[src/rtl/rldramii_dmaster_pkt_pkg.sv]
// Shared byte-stream packet encoding: special symbols, escape mask, decoder states and beat payload.
// Used by both the bytes-to-packets decoder and the matching encoder.
package rldramii_dmaster_pkt_pkg;

   localparam int unsigned BYTE_W = 8;

   localparam logic [BYTE_W-1:0] SYM_SOP  = 8'h7A;
   localparam logic [BYTE_W-1:0] SYM_EOP  = 8'h7B;
   localparam logic [BYTE_W-1:0] SYM_CHAN = 8'h7C;
   localparam logic [BYTE_W-1:0] SYM_ESC  = 8'h7D;
   localparam logic [BYTE_W-1:0] ESC_XOR  = 8'h20;

   typedef enum logic [1:0] {
      ST_DATA     = 2'd0,
      ST_ESC      = 2'd1,
      ST_CHAN     = 2'd2,
      ST_CHAN_ESC = 2'd3
   } dec_state_e;

   typedef struct packed {
      logic [BYTE_W-1:0] data;
      logic              sop;
      logic              eop;
      logic [BYTE_W-1:0] channel;
   } beat_t;

   // SOP, EOP and channel markers: the bytes that cannot be a channel value
   function automatic logic is_marker(input logic [BYTE_W-1:0] b);
      return (b == SYM_SOP) || (b == SYM_EOP) || (b == SYM_CHAN);
   endfunction

endpackage

[src/rtl/rldramii_dmaster_pipe_reg.sv]
// One-deep valid/ready output register for decoded beats; ready is combinational
// so a new beat can be loaded in the same cycle the held one is taken.
module rldramii_dmaster_pipe_reg
   import rldramii_dmaster_pkt_pkg::*;
#(
   parameter logic [BYTE_W-1:0] CHANNEL_RESET = 8'h00
) (
   input  logic  clk,
   input  logic  reset,
   input  logic  i_valid,
   input  beat_t i_beat,
   output logic  o_ready_c,
   input  logic  i_ready,
   output logic  o_valid,
   output beat_t o_beat
);

   logic  r_valid;
   beat_t r_beat;

   assign o_ready_c = !r_valid || i_ready;
   assign o_valid   = r_valid;
   assign o_beat    = r_beat;

   always_ff @(posedge clk) begin
      if (reset) begin
         r_valid <= 1'b0;
         r_beat  <= beat_t'{data: '0, sop: 1'b0, eop: 1'b0, channel: CHANNEL_RESET};
      end else if (o_ready_c) begin
         r_valid <= i_valid;
         if (i_valid) r_beat <= i_beat;
      end
   end

endmodule

[src/rtl/rldramii_dmaster_bytes_to_packets.sv]
// Decodes an escaped byte stream (SOP/EOP/channel/escape markers) into packet beats
// with start/end flags and channel, through a single output register.
module rldramii_dmaster_bytes_to_packets
   import rldramii_dmaster_pkt_pkg::*;
#(
   parameter logic [7:0] CHANNEL_RESET = 8'h00
) (
   input  logic       clk,
   input  logic       reset,
   output logic       in_ready,
   input  logic       in_valid,
   input  logic [7:0] in_data,
   input  logic       out_ready,
   output logic       out_valid,
   output logic [7:0] out_data,
   output logic       out_startofpacket,
   output logic       out_endofpacket,
   output logic [7:0] out_channel,
   output logic       proto_err
);

   dec_state_e  r_state;
   logic        r_sop_pend;
   logic        r_eop_pend;
   logic        r_in_pkt;
   logic [7:0]  r_chan;
   logic        r_proto_err;

   dec_state_e  w_state_nxt;
   logic        w_sop_nxt;
   logic        w_eop_nxt;
   logic        w_in_pkt_nxt;
   logic [7:0]  w_chan_nxt;
   logic        w_err;
   logic        w_emit;
   logic        w_as_data;
   logic [7:0]  w_emit_data;
   logic        w_ready_c;
   logic        w_accept;
   beat_t       w_beat;
   beat_t       w_out_beat;

   assign w_accept = in_valid && w_ready_c;
   assign in_ready = w_ready_c;

   always_ff @(posedge clk) begin
      if (reset) begin
         r_state     <= ST_DATA;
         r_sop_pend  <= 1'b0;
         r_eop_pend  <= 1'b0;
         r_in_pkt    <= 1'b0;
         r_chan      <= CHANNEL_RESET;
         r_proto_err <= 1'b0;
      end else begin
         r_state     <= w_state_nxt;
         r_sop_pend  <= w_sop_nxt;
         r_eop_pend  <= w_eop_nxt;
         r_in_pkt    <= w_in_pkt_nxt;
         r_chan      <= w_chan_nxt;
         r_proto_err <= w_err;
      end
   end

   always_comb begin
      w_state_nxt  = r_state;
      w_sop_nxt    = r_sop_pend;
      w_eop_nxt    = r_eop_pend;
      w_in_pkt_nxt = r_in_pkt;
      w_chan_nxt   = r_chan;
      w_err        = 1'b0;
      w_emit       = 1'b0;
      w_as_data    = 1'b0;
      w_emit_data  = in_data;

      if (w_accept) begin
         unique case (r_state)
            ST_DATA: w_as_data = 1'b1;
            ST_ESC: begin
               w_emit      = 1'b1;
               w_emit_data = in_data ^ ESC_XOR;
               w_state_nxt = ST_DATA;
            end
            ST_CHAN: begin
               if (in_data == SYM_ESC) begin
                  w_state_nxt = ST_CHAN_ESC;
               end else if (is_marker(in_data)) begin
                  // Channel field cut short by a marker: flag it, then treat the marker normally
                  w_err     = 1'b1;
                  w_as_data = 1'b1;
               end else begin
                  w_chan_nxt  = in_data;
                  w_state_nxt = ST_DATA;
               end
            end
            ST_CHAN_ESC: begin
               w_chan_nxt  = in_data ^ ESC_XOR;
               w_state_nxt = ST_DATA;
            end
            default: w_state_nxt = ST_DATA;
         endcase
      end

      if (w_as_data) begin
         w_state_nxt = ST_DATA;
         if (in_data == SYM_SOP) begin
            w_sop_nxt    = 1'b1;
            w_eop_nxt    = 1'b0;
            w_in_pkt_nxt = 1'b1;
         end else if (in_data == SYM_EOP) begin
            w_eop_nxt = 1'b1;
         end else if (in_data == SYM_CHAN) begin
            w_state_nxt = ST_CHAN;
         end else if (in_data == SYM_ESC) begin
            w_state_nxt = ST_ESC;
         end else begin
            w_emit = 1'b1;
         end
      end

      // An end-of-packet beat with no SOP since the last packet end is still delivered
      if (w_emit) begin
         w_sop_nxt = 1'b0;
         w_eop_nxt = 1'b0;
         if (r_eop_pend) begin
            w_in_pkt_nxt = 1'b0;
            if (!r_in_pkt) w_err = 1'b1;
         end
      end
   end

   assign w_beat = beat_t'{data: w_emit_data, sop: r_sop_pend, eop: r_eop_pend, channel: r_chan};

   rldramii_dmaster_pipe_reg #(
      .CHANNEL_RESET (CHANNEL_RESET)
   ) u_pipe_reg (
      .clk       (clk),
      .reset     (reset),
      .i_valid   (w_emit),
      .i_beat    (w_beat),
      .o_ready_c (w_ready_c),
      .i_ready   (out_ready),
      .o_valid   (out_valid),
      .o_beat    (w_out_beat)
   );

   assign out_data          = w_out_beat.data;
   assign out_startofpacket = w_out_beat.sop;
   assign out_endofpacket   = w_out_beat.eop;
   assign out_channel       = w_out_beat.channel;
   assign proto_err         = r_proto_err;

endmodule
[config.mk]
export PLATFORM = sky130hd
export DESIGN_NAME = rldramii_dmaster_bytes_to_packets
export DESIGN_NICKNAME = d
export VERILOG_FILES = /design/src/rtl/rldramii_dmaster_pkt_pkg.sv /design/src/rtl/rldramii_dmaster_pipe_reg.sv /design/src/rtl/rldramii_dmaster_bytes_to_packets.sv
export SDC_FILE = /design/constraint.sdc
export NUM_CORES = 1
export LEC_CHECK = 0
export ABC_AREA = 1
export CORE_MARGIN = 3
export CORE_UTILIZATION = 45
export DETAILED_ROUTE_END_ITERATION = 10
export PLACE_DENSITY_LB_ADDON = 0.12
export SETUP_SLACK_MARGIN = 0.02
export SYNTH_ARGS = -nofsm -noshare
export SYNTH_HDL_FRONTEND = slang
export SYNTH_HIERARCHICAL = 1
export SYNTH_SLANG_ARGS = --single-unit
[constraint.sdc]
create_clock -name clk -period 4.9 [get_ports clk]
set_input_delay 1.225 -clock clk [delete_from_list [all_inputs] [get_ports clk]]
set_output_delay 1.225 -clock clk [all_outputs]
set_load 0.01 [all_outputs]
; ---- After elaboration in Yosys (flattened, before gate mapping)
; Cells that the tools add are included.
[totals]
word_cells = 75
reg_bits = 33
inputBits = 12
[classes]
eq_ne = 10
n_bitwise = 1
reduce_logical = 17
mux = 36
[ops]
columns = operator, n
row1 = "8-bit by 7-bit == test with 1-bit output, second input constant", 4
row2 = 1-bit 2-to-1 mux, 22
row3 = 8-bit 2-to-1 mux, 2
row4 = 8-bit case mux with 2 select lines, 1
row5 = 2-bit 2-to-1 mux, 7
row6 = 6-bit 2-to-1 mux, 2
row7 = 2-bit AND reduction, 3
row8 = 2-bit nonzero test, 3
row9 = "2-bit == test, second input constant", 2
row10 = "2-bit != test, second input constant", 2
row11 = "4-bit != test, second input constant", 1
row12 = 2-bit case mux with 2 select lines, 1
row13 = 4-bit AND reduction, 1
row14 = 2-bit OR reduction, 2
row15 = 1-bit logical OR, 3
row16 = 3-bit AND reduction, 1
row17 = 3-bit nonzero test, 1
row18 = "2-bit by 1-bit == test with 1-bit output, second input constant", 1
row19 = 2-bit logical NOT, 1
row20 = 1-bit case mux with 2 select lines, 1
row21 = 1-bit logical AND, 1
row22 = 1-bit logical NOT, 1
row23 = 1-bit inverter, 1

; ---- Depth between registers and ports, before layout
; Gate-level depths: netlist of the first run.
[depth]
word_depth = 10
mapped_depth = 14

; ---- Hierarchy
; The synthesis of the first run kept the hierarchy.
[by_module_without_submodules]
columns = module, seq_area_each_um2, cells_per_inst, area_per_inst_um2, instances
row1 = rldramii_dmaster_pipe_reg, 380.4, 123, 898.4, 1
row2 = rldramii_dmaster_bytes_to_packets, 280.3, 105, 725.7, 1

; ---- Worst setup path before layout of the first run
; Ideal clock, no wire load.
[synth_timing]
path_type = input-to-output
from = input port out_ready
to = output port in_ready
n_path_buf = 2
arrival_time_ns = 1.590
stages = 4
slack_ns = 2.085
required_ns = 3.675
cell_sequence = inv_1 nand2_2 buf_6 buf_8
[synth_via]
elab_chain_cells = 1
[synth_lines]
columns = element, line
row1 = from (decl), rldramii_dmaster_bytes_to_packets.sv:13  ; input logic out_ready,
row2 = 1-bit logical OR, rldramii_dmaster_pipe_reg.sv:21  ; assign o_ready_c = !r_valid || i_ready;
row3 = to (decl), rldramii_dmaster_bytes_to_packets.sv:10  ; output logic in_ready,
; No other way between the ends.

; ---- Final worst setup path of the first run
; Same ends and word-level chain as after synthesis.

==> results of run 1 <==
==> worst reg2reg max path: cells and delay by family (launching register included) <==
family | cells | cell delay [ns]
simple gates | 7 | 1.34
buf+inv | 2 | 0.57
flops | 1 | 0.34
==> area by class of cell <==
cell class | instances | area (um^2)
timing repair buffer | 33 | 328
fill | 348 | 1410
tap | 46 | 57.6
sequential | 33 | 661
clock inverter | 1 | 30.0
clock buffer | 7 | 55.1
inverter | 35 | 131
multi-input combinational | 150 | 744
==> state kept, by name, indices dropped and copies added (netlist names) <==
register,cells
r_in_pkt,1
r_state,2
r_sop_pend,1
u_pipe_reg/o_beat,18
u_pipe_reg/o_valid,1
proto_err,1
r_eop_pend,1
r_chan,8
==> layer usage <==
metal  vias up  track usage  wire [um]
li1        771            -          -
met1       612        0.217       1560
met2        33        0.258       1410
met3         5       0.0544        217
met4         0       0.0914         61
met5         -            0          0
==> kinds of logic (layout without fill, tap and decap cells) <==
group / Yosys count / count (layout) / share of synthesized area
simple gates: 110 / 110 / 0.304
buf+inv: 45 / 76 / 0.135
compound gates: 38 / 38 / 0.143
flops: 33 / 33 / 0.407
xor+xnor: 2 / 2 / 0.0108
==> through the flow <==
step                cells  total power [mW]  area, um^2  hold slack, ns  setup slack, ns
floorplan             228             0.404        1620           0.424             2.08
global placement      297             0.454        1920           0.441             1.21
detailed placement    297             0.455        1920           0.443             1.17
CTS                   305             0.670        2010           0.457             1.32
global route          305             0.704        2010           0.468             1.20
finish                305             0.662        2010           0.455             1.32
==> synth_stat cells, types with 2 or more instances <==
master	count
nor2_1	43
xnor2_1	2
o21ai_0	11
buf_6	4
nand2_1	33
inv_1	33
a21oi_1	14
a21oi_2	9
nand2_2	5
nand3_2	2
buf_2	4
nand3_1	22
nor2_4	2
dfxtp_1	33
==> where the power goes <==
part / total, mW / switching [mW] / internal [mW]
clock network: 0.215 / 0.0929 / 0.122
registers: 0.303 / 0.0127 / 0.290
logic: 0.144 / 0.0743 / 0.0701
total: 0.662 / 0.180 / 0.482
==> worst min-delay path by stage <==
stage                     from          to  depth (start not counted)
floorplan           r_sop_pend  r_sop_pend                          2
CTS                 r_sop_pend  r_sop_pend                          2
global route        r_sop_pend  r_sop_pend                          2
finish              r_sop_pend  r_sop_pend                          2
global placement    r_sop_pend  r_sop_pend                          2
detailed placement  r_sop_pend  r_sop_pend                          2
==> layout by cell type, fill, tap and decap left out, drive strengths merged <==
cell            n
clkdlybuf4s50  32
o21a            1
buf             1
clkinv          1
dfxtp          33
o21ai          13
nand4           2
a21oi          23
nor2           45
clkbuf          7
bufinv          1
or2             1
nand3          24
o211ai          1
nand2          38
inv            34
xnor2           2
==> metrics.txt, run 1 <==
via count 1421; Final Max Tran Viols 0; die extent in x 66.1 um; setup TNS 0 ns; Leakage Power 0.879 nW; Post-Synthesis Cells 228; layout cells sized above 1 0.116; Synth async-reset ratio 0; largest net degree at the start of global routing 39; Synth warnings 6; CP cell instances clkdlybuf4s50_1 > inv_1 > nand2_2 > clkdlybuf4s50_1; Clock Latency Late Sink 0.34 ns; Clock Path Buffers 2; R2R Setup Slk 2.55 ns; slowest cell on the critical path clkdlybuf4s50_1; Critical Path End Type primary output; Buffers & Inverters on Critical Path 3; cell family with most CP delay buffers and inverters; Crit Path Category primary input to primary output; Core Rows 21; status complete, no violations; Finished Core Util 0.588; clock-pin slew on the worst setup and hold paths 0.09 ns; DR pass1 iterations 4; slew margin rel. 0.497; sequential area share after synthesis 0.407; Detail Route Antenna Nets 0; Die Footprint 4370 um^2; final net count 270; required time of the critical path 3.67 ns; crit path from out_ready; area delta synth->final 23.6%; H-tree depth 2; worst flop-to-flop path endpoint u_pipe_reg/o_beat[10]; Final Hold Viols 0; startpoint class of the critical path primary input; grt total ovfl 0; Post-CTS Setup Repair Bufs 0; cts hold-fix bufs 0; drt via density 4.66; Yosys reg bits 33; ratio of final minimum period to clock period 0.730; min Tclk post-route 3.58 ns; largest area contributor in the netlist dfxtp_1; Area contributors post-synth dfxtp_1 (41%), nor2_1 (9.9%), inv_1 (7.6%), nand2_1 (7.6%), nand3_1 (6.8%); antenna violations before repair 0; Peak VDD IR 0.173 mV; CP endpoint in_ready; Peak Freq 280 MHz; vias in the first global route 1263; number of CTS-inserted buffers 5; final WL 3240 um; worst-path maximum fanout 2; Top FF cell, synth dfxtp_1; Die H 66.1 um; core area 3420 um^2; EDFF count, synth 0; number of diodes 0; Worst Tran Pin Value 0.752 ns; skew final 0.0108 ns; drt wl/cell 10.6 um; clock root buffer clkbuf_4; first-pass GRT wire length 5650 um; DR iter-0 viols 74; pwr dens 330 nW/um^2; HPWL after DPL 2270 um; Synth Net Count 240; crit-path most repeated cell clkdlybuf4s50_1; Ports 33; Hold Path Class register to register; Crit path depth 4; Critical Path Max Stage Delay 0.57 ns; Register-to-Register Path Depth 9; Port Buf Inserts 32; post-synth top area share 0.407; gr usage total 0.171; Final setup viols 0; TritonCTS clock tree built; CP arrival 2.35 ns; initial core utilization 0.475; worst r2r src u_pipe_reg/o_valid; RSZ-0062 raised after global routing no; Residual DRC 0; Placer Congestion 0.908; max cap viols 0; post_cts resized 0; Synth cell types 25; Mapped Area 1620 um^2; CTS sink count 33; Syn Area/Cell 7.12 um^2
Power figures use the tool's default switching activity.
==> run 2, diff against run 1 <==
==> constraint.sdc (replaced) <==
create_clock -name clk -period 3.56 [get_ports clk]
set_input_delay 0.89 -clock clk [delete_from_list [all_inputs] [get_ports clk]]
set_output_delay 0.89 -clock clk [all_outputs]
set_load 0.01 [all_outputs]
==> run 2 against run 1 <==
- total power grew 39%
- core utilization grew 0.59 points
- clock power grew 37%
- design area grew 1.0%
- clock-buffer cell count is the same
- non-clock buffer count grew 1
- flip-flop and latch count is the same
- sequential share of layout area shrank 0.33 points
- worst setup slack lost 0.68 ns
- combinational power grew 44%
- die area is the same
==> metrics.txt, run 2 (same netlist as run 1, synthesis figures left out) <==
Hold Crit Start r_sop_pend; TritonCTS clock tree built; min Tclk post-route 2.92 ns; die extent in x 66.1 um; Core Rows 21; max cap viols 0; Worst Tran Pin Value 0.507 ns; required time of the critical path 2.67 ns; Clock Latency Late Sink 0.33 ns; pwr dens 453 nW/um^2; Final Max Tran Viols 0; Peak VDD IR 0.296 mV; DR iter-0 viols 108; drt wl/cell 11.0 um; Crit path depth 4; max reg flops 18; startpoint class of the critical path primary input; DR pass1 iterations 4; commonest non-fill, non-tap cell in the layout nor2_1; clock-pin slew on the worst setup and hold paths 0.09 ns; Buffers & Inverters on Critical Path 3; Post-CTS Setup Repair Bufs 0; Final setup viols 0; Hold Path Cell Cnt 2; CP arrival 2.03 ns; final WL 3360 um; slowest cell on the critical path clkdlybuf4s50_1; grt total ovfl 0; core area 3420 um^2; Critical Path End Type primary output; worst-path maximum fanout 3; Detail Route Antenna Nets 0; gr usage total 0.167; most frequent cells in the layout nor2_1 (43), inv_1 (33), nand2_1 (33), dfxtp_1 (33), clkdlybuf4s50_1 (32); largest net degree at the start of global routing 38; worst flop-to-flop path endpoint u_pipe_reg/o_beat[14]; number of CTS-inserted buffers 5; vias in the first global route 1266; Placer Congestion 0.908; clock root buffer clkbuf_4; Die H 66.1 um; worst r2r src u_pipe_reg/o_valid; skew final 0.0104 ns; CTS sink count 33; Crit Path Category primary input to primary output; HPWL after DPL 2360 um; Register-to-Register Path Depth 9; CP cell instances clkdlybuf4s50_1 > inv_1 > nand2_2 > clkdlybuf4s50_1; layout cells sized above 1 0.119; cell family with most CP delay buffers and inverters; drt via density 4.77; Layout fillers 358; Die Footprint 4370 um^2; Hold Slack 0.470 ns; Worst Hold Endpoint r_sop_pend; area delta synth->final 24.8%; RSZ-0062 raised after global routing no; Critical Path Max Stage Delay 0.55 ns; Peak Freq 343 MHz; first-pass GRT wire length 5550 um; status complete, no violations; antenna violations before repair 0; cts hold-fix bufs 0; number of diodes 0; final net count 271; ratio of final minimum period to clock period 0.820; Residual DRC 0; Port Buf Inserts 32; Ports 33; via count 1461; setup TNS 0 ns; initial core utilization 0.475; post_cts resized 0; Hold Path Class register to register; slew margin rel. 0.660; Final Hold Viols 0; Clock Path Buffers 2; R2R Setup Slk 1.76 ns; H-tree depth 2; Leakage Power 0.888 nW; crit-path most repeated cell clkdlybuf4s50_1
-- run 2: changes by cell type in the layout (fill, tap and decap cells not counted) --
cell    previous run  this run
buf_12             0         1
-- run 2: per-layer routing --
metal	global-route usage	part of all wire
met5	0	0
met4	0.0812	0.013
met3	0.0442	0.052
met2	0.252	0.44
met1	0.221	0.49
-- run 2: worst min-delay path, stage by stage (launching register included) --
cell     delay [ns]
dfxtp_1        0.32
inv_1          0.05
a21oi_1        0.06
-- run 2: how the worst max path moves through the flow --
stage               startpoint                     to
floorplan            out_ready  u_pipe_reg/o_beat[13]
global placement     out_ready               in_ready
detailed placement  in_data[6]  u_pipe_reg/o_beat[14]
CTS                  out_ready               in_ready
global route         out_ready               in_ready
finish               out_ready               in_ready
-- run 2: per-stage QoR --
stage               cells   util  area, um^2  setup WS, ns  power (mW)
floorplan             228      -        1620          1.21       0.556
global route          306  0.593        2030         0.615       0.970
CTS                   306  0.593        2030         0.645       0.927
detailed placement    298  0.568        1940         0.634       0.633
finish                306  0.593        2030         0.641       0.918
global placement      298  0.568        1940         0.648       0.631
-- run 2: report_power, final --
part | internal [mW] | switching (mW) | leakage [nW] | total, mW
logic | 0.102 | 0.105 | 0.572 | 0.207
registers | 0.400 | 0.0174 | 0.271 | 0.417
clock network | 0.168 | 0.127 | 0.0455 | 0.294
total | 0.669 | 0.249 | 0.888 | 0.918
-- run 2: area by class of cell --
cell class                      instances  area (um^2)  share of cell area
Clock inverter                          1         30.0              0.0148
Timing Repair Buffer                   34          348               0.172
Inverter                               35          131              0.0648
Clock buffer                            7         55.1              0.0272
Sequential cell                        33          661               0.326
Tap cell                               46         57.6              0.0284
Multi-Input combinational cell        150          744               0.367
